==> config.mk <==
export PLATFORM = sky130hd
export DESIGN_NAME = pipe_addsub
export DESIGN_NICKNAME = d
export VERILOG_FILES = /design/src/rtl/pipe_addsub.sv
export SDC_FILE = /design/constraint.sdc
export NUM_CORES = 1
export LEC_CHECK = 0
export CAP_MARGIN = 5
export CORE_MARGIN = 3
export CORE_UTILIZATION = 55
export DETAILED_ROUTE_END_ITERATION = 10
export GPL_ROUTABILITY_DRIVEN = 0
export GPL_TIMING_DRIVEN = 0
export PLACE_DENSITY_LB_ADDON = 0.25
export RECOVER_POWER = 50
export SLEW_MARGIN = 0
export SYNTH_ARGS = -nofsm -noshare
export SYNTH_HDL_FRONTEND = slang
export SYNTH_SLANG_ARGS = --single-unit
==> constraint.sdc <==
create_clock -name i_clk -period 3.05 [get_ports i_clk]
set_input_delay 0.4575 -clock i_clk [delete_from_list [all_inputs] [get_ports i_clk]]
set_output_delay 0.4575 -clock i_clk [all_outputs]
set_load 0.02 [all_outputs]
==> src/rtl/pipe_addsub.sv <==
// rtl/pipe_addsub.sv - pipelined chunked adder/subtractor with ready/valid flow control and ALU flags
module pipe_addsub #(
    parameter int WIDTH  = 32,
    parameter int STAGES = 4
) (
    input  logic             i_clk,
    input  logic             i_rst_n,
    input  logic             i_valid,
    output logic             o_ready,
    input  logic [WIDTH-1:0] i_a,
    input  logic [WIDTH-1:0] i_b,
    input  logic [1:0]       i_op,
    input  logic             i_cin,
    output logic             o_valid,
    input  logic             i_ready,
    output logic [WIDTH-1:0] o_sum,
    output logic             o_carry,
    output logic             o_ovf,
    output logic             o_zero,
    output logic             o_neg
);

    localparam int CW   = WIDTH / STAGES;
    localparam int LAST = STAGES - 1;

    logic [STAGES-1:0]            v_q, v_d, en;
    logic [STAGES-1:0]            c_q, c_d;
    logic [STAGES-1:0][WIDTH-1:0] a_q, a_d, b_q, b_d, sum_q, sum_d;
    logic                         ovf_q, ovf_d;

    logic [STAGES-1:0][WIDTH-1:0] a_s, b_s, s_s;
    logic [STAGES-1:0]            c_s;
    logic [CW:0]                  chunk;
    logic                         full;

    // A stage may advance when it is empty or everything downstream of it can advance.
    always_comb begin
        full = 1'b1;
        en   = '0;
        for (int k = LAST; k >= 0; k--) begin
            full  = full & v_q[k];
            en[k] = i_ready | ~full;
        end
    end

    always_comb begin
        a_s    = '0;
        b_s    = '0;
        s_s    = '0;
        c_s    = '0;
        v_d    = '0;
        a_d    = '0;
        b_d    = '0;
        sum_d  = '0;
        c_d    = '0;
        chunk  = '0;
        ovf_d  = 1'b0;

        a_s[0] = i_a;
        b_s[0] = i_op[0] ? ~i_b : i_b;
        c_s[0] = i_op[1] ? i_cin : i_op[0];
        v_d[0] = i_valid & en[0];
        for (int k = 1; k < STAGES; k++) begin
            a_s[k] = a_q[k-1];
            b_s[k] = b_q[k-1];
            s_s[k] = sum_q[k-1];
            c_s[k] = c_q[k-1];
            v_d[k] = v_q[k-1];
        end

        for (int k = 0; k < STAGES; k++) begin
            chunk = {1'b0, a_s[k][k*CW +: CW]} + {1'b0, b_s[k][k*CW +: CW]}
                  + {{CW{1'b0}}, c_s[k]};
            sum_d[k]              = s_s[k];
            sum_d[k][k*CW +: CW]  = chunk[CW-1:0];
            c_d[k]                = chunk[CW];
            a_d[k]                = a_s[k];
            b_d[k]                = b_s[k];
        end

        // Carry into the MSB recovered from the MSB sum bit and its operand bits.
        ovf_d = c_d[LAST] ^ (sum_d[LAST][WIDTH-1] ^ a_s[LAST][WIDTH-1] ^ b_s[LAST][WIDTH-1]);
    end

    always_ff @(posedge i_clk or negedge i_rst_n) begin
        if (!i_rst_n) begin
            v_q   <= '0;
            c_q   <= '0;
            a_q   <= '0;
            b_q   <= '0;
            sum_q <= '0;
            ovf_q <= 1'b0;
        end else begin
            for (int k = 0; k < STAGES; k++) begin
                if (en[k]) begin
                    v_q[k]   <= v_d[k];
                    c_q[k]   <= c_d[k];
                    a_q[k]   <= a_d[k];
                    b_q[k]   <= b_d[k];
                    sum_q[k] <= sum_d[k];
                end
            end
            if (en[LAST]) begin
                ovf_q <= ovf_d;
            end
        end
    end

    assign o_ready = en[0];
    assign o_valid = v_q[LAST];
    assign o_sum   = sum_q[LAST];
    assign o_carry = c_q[LAST];
    assign o_ovf   = ovf_q;
    assign o_zero  = (sum_q[LAST] == '0);
    assign o_neg   = sum_q[LAST][WIDTH-1];

endmodule

======== Word-level counts from Yosys, hierarchy flattened ========
Index checks and enable logic that the tools add are counted.
storage, ports and cells
  bits in latches ......................... 0
  ROM bits ................................ 0
  flip-flop bits (word level) ............. 281
  RAM bits ................................ 0
  memories ................................ 0
  input port bits ......................... 71
cells by class
  muxes and demuxes ....................... 2
  add/subtract/negate cells ............... 8
  shift-type cells ........................ 0
  $mul .................................... 0
  div/mod/pow operators ................... 0
  bitwise operators ....................... 16
  order comparisons ....................... 0
  equality and inequality tests ........... 0
  reduce and logical (&&, ||, !) cells .... 1
operators with widths
  kind               count
  $add A8 B8 Y9      4
  $add A9 B1 Y9      4
  $logic_not A32 Y1  1
  $mux W32           1
  $not A32 Y32       1
  $and A1 B1 Y1      4
  $not A1 Y1         4
  $or A1 B1 Y1       4
  $xor A1 B1 Y1      3
  $mux W1            1

======== Longest topological paths before layout ========
  depth in word-level cells ............... 6
  mapped depth ............................ 12
  mapped depth without buffers ............ 10

======== Least setup slack after synthesis ========
No wires, ideal clock.
  path kind ............................... input to register
  start point ............................. in i_op[0]
  end point ............................... reg c_q[0]
  setup time .............................. 0.129 ns
  cell stages on the path ................. 12
  path slack .............................. 0.342 ns
  required time ........................... 2.921 ns
  arrival ................................. 2.580 ns
  buffers on the path ..................... 2
  cells stage by stage .................... clkbuf_1 -> buf_2 -> mux2_2 -> fa_1 -> inv_1 -> fa_1 -> nor2b_1 -> o21a_1 -> o21a_1 -> o31a_1 -> o21ai_0 -> a31oi_1
on the way
  cells in the longest elaborated chain, start to end .. 3
  elaborated cells between the ends (all ways) .. 4
  classes of those cells .................. add/sub (2); mux (2)
RTL lines
  item                             RTL line  text
  from (decl)                      12        input logic [1:0] i_op,
  $mux W32                         60        b_s[0] = i_op[0] ? ~i_b : i_b;
  $add A8 B8 Y9                    72        chunk = {1'b0, a_s[k][k*CW +: CW]} + {1'b0, b_s[k][k*CW +: CW]}
  $add A9 B1 Y9 (*)                73        + {{CW{1'b0}}, c_s[k]};
  to (signal, indexed assignment)  97        c_q[k] <= c_d[k];
  to (decl)                        27        logic [STAGES-1:0] c_q, c_d;
Every way passes the cells marked *; elsewhere a longest branch is shown, timed or not.
A chain may end at the register's enable or synchronous reset.

======== Final worst setup path ========
  start point ............................. in i_ready
  end point ............................... out o_ready
on the way
  cells in the longest elaborated chain, start to end .. 1
RTL lines
  item          RTL line  text
  from (decl)   15        input logic i_ready,
  $or A1 B1 Y1  42        en[k] = i_ready | ~full;
  to (decl)     9         output logic o_ready,
Every way passes these cells.

==> impl_metrics.ini <==
[pwr]
powerDensity_mw_per_mm2 = 820
power_mw = 8.52
leakagePower_nw = 4.91
peakVddDrop_mv = 0.453

[sta]
worstMarginPinSlew_ns = 1.60
setup_viol = 0
tns_ns = 0
worst_slack_ns = 0.226
fin_crit_sh_pct = 92.6
fmax_mhz = 354
min_period_ns = 2.82
skew_ns = 0.00795
rsz0062_at_grt = false
relSlewSlack_pct = -6.34
drv_slew = 65
hold_violations = 0

[grt]
antenna_found_initial = 0
grt_pass1_vias = 6023
gr-total-overflow = 0
grt_pass1_wl_um = 29700
grt_max_degree = 122
track_usage_pct = 22.4

[drt]
dr.pass1.iters = 4
wire_per_inst_um = 15.0
ant_nets = 0
finalWirelength_um = 17900
vias = 6171
drt_first_iter_violations = 375
drc = 0
routed_via_density = 5.16

[yosys]
netlist_instances = 870
synth.distinct_cells = 42
ys_ff_latch = 185
yosys.area.top_type = dfrtp_1
synth_top_cell_area_share_pct = 54.9
ys_seq_area_share_pct = 54.9
ys_warn_count = 0
syn_nets = 977
synth.top_cells.by_area = dfrtp_1 (55%), nand2_1 (14%), ha_1 (4.2%)
syn-cell-area_sq_mm = 0.00843
syn_avg_cell_area_sq_um = 9.69

[clock_tree]
numCtsBuffers = 17
root_buffer = clkbuf_16
clk_path_buf_depth = 2
h-tree-depth = 4
insertion_delay_ns = 0.43
cts_tree = yes
cts.reportedPaths.clkPinSlew_ns = 0.07
clkSinkCount = 185

[worst_hold_path]
min_to = a_d[88]
whs_path_depth = 2
hold_path_class = reg -> reg
min_from = a_d[56]

[setup_path]
r2r_slack_ns = 0.58
cp-start-kind = input port
r2r-start = c_q[2]
cp_data_arrival_time_ns = 2.37
rr_endpoint = o_ovf
cp_max_fo = 10
reg2reg_depth = 10
cp-end-kind = output port
worstPathRequired_ns = 2.59
crit_type = in -> out

[job]
max-cap-violations = 1

[placement]
hpwl_um = 13000
pre_cts_ws_ns = -0.0381
port_buffers = 107

[die]
io_pins = 109
die_x_um = 130
core_area_sq_mm = 0.0148
dieHeight_um = 130
rows = 44
initial_utilization_pct = 57.2
dieArea_sq_mm = 0.0169

[finish]
antenna_cells = 0
fillers = 1165
multi_input_area_sq_mm = 0.00354
area.growth.synth_to_final_pct = 23.3
seq_area_sq_mm = 0.00463
layout-drive-gt1-share_pct = 8.21
final_nets = 1105

[status]
violations = max-capacitance violations, max-slew violations
status = complete, but fails checks
-- routing by layer --
metal  vias to the layer above  track usage (%)  part of all wire, %  wire length (um)
li1                       3085                -                    -                 -
met1                      2929             31.5                   47              8410
met2                       140             36.4                   48              8550
met3                        17             4.05                  4.0               719
met4                         0             6.30                  1.2               218
met5                         -                0                    0                 0
-- Yosys cell counts --
cell and number:
a211o_1 1, a211oi_1 5, a21o_1 4, a21o_2 1
a21oi_1 44, a21oi_2 2, a22oi_1 1, a31oi_1 1
a31oi_2 1, and2_1 1, and3_1 1, buf_2 11
buf_4 5, clkbuf_1 24, dfrtp_1 185, fa_1 8
ha_1 28, inv_1 20, mux2_1 3, mux2_2 25
nand2_1 308, nand2_4 1, nand2b_1 8, nand3_1 3
nand4_1 5, nor2_1 49, nor2b_1 3, nor2b_2 1
nor3_1 9, nor4_1 8, o21a_1 7, o21a_2 1
o21a_4 1, o21ai_0 29, o21ai_1 3, o21bai_1 3
o31a_1 2, o31ai_1 4, or2_2 2, xnor2_1 30
xnor3_1 1, xor2_1 21
-- flip-flops by register name (all words and copies together) (netlist names) --
name,count
c_q,4
b_d,48
o_ovf,1
o_sum,32
a_d,48
v_q,4
s_s,48
-- power by group --
group          switching (mW)  internal [mW]  leakage, nW
registers               0.481           3.14         2.19
clock network           0.950           1.40        0.305
logic                    1.36           1.19         2.42
-- kinds of logic after synthesis --
group | share of synthesized area [%]
fa+ha+maj | 6.05
mux | 3.74
simple gates | 18.9
compound gates | 7.77
buf+inv | 3.06
flops | 54.9
xor+xnor | 5.56
-- per-stage QoR --
step / instances / util [%] / area, sq um / hold WS (ns)
CTS: 1195 / 70.5 / 10400 / 0.474
global placement: 1161 / 66.0 / 9730 / 0.452
finish: 1195 / 70.5 / 10400 / 0.470
global route: 1195 / 70.5 / 10400 / 0.500
floorplan: 870 / - / 8430 / 0.162
detailed placement: 1162 / 66.2 / 9770 / 0.435
-- layout make-up --
| type | instances | share of cell area [%] |
|---|---|---|
| Inverter | 20 | 0.722 |
| Clock inverter | 13 | 1.82 |
| Sequential cell | 185 | 44.5 |
| Clock buffer | 19 | 4.26 |
| Multi-Input combinational cell | 625 | 34.1 |
| Buffer | 40 | 1.76 |
| Tap cell | 184 | 2.21 |
| Timing Repair Buffer | 109 | 10.6 |
-- worst max-delay path by stage --
stage	startpoint	end	slack, ns	cells after the start
floorplan	i_op[0]	c_q[0]	0.34	12
global placement	i_rst_n	b_d[61]	-5.92	1
detailed placement	i_ready	o_ready	-0.04	8
CTS	i_ready	o_ready	0.23	8
global route	i_ready	o_ready	0.1	8
finish	i_ready	o_ready	0.23	8
-- critical path, stage by stage --
cell             delay (ns)
clkdlybuf4s50_1        0.43
nor2b_1                0.24
and3_1                 0.20
buf_4                  0.18
nand2_4                0.11
buf_4                  0.21
buf_2                  0.20
dlygate4sd2_1          0.34
-- cells in the final DEF (no fill, tap or decap), drive strengths merged, types with 17 or more instances in the layout --
master         Yosys  routed
buf               16      17
a21oi             46      46
dfrtp            185     185
nand2            309     309
inv               20      24
clkbuf            24      44
mux2              28      28
ha                28      28
xnor2             30      30
o21ai             32      32
clkdlybuf4s50      0     105
nor2              49      49
xor2              21      21
-- timing repair --
item	4_1_cts	5_1_grt
hold buffers	1	0
gates resized for setup	1	0
setup endpoints to repair	1	0
setup buffers	0	0
endpoints found under the hold margin	64	0
Note: power is estimated with default switching activity, not from simulation.
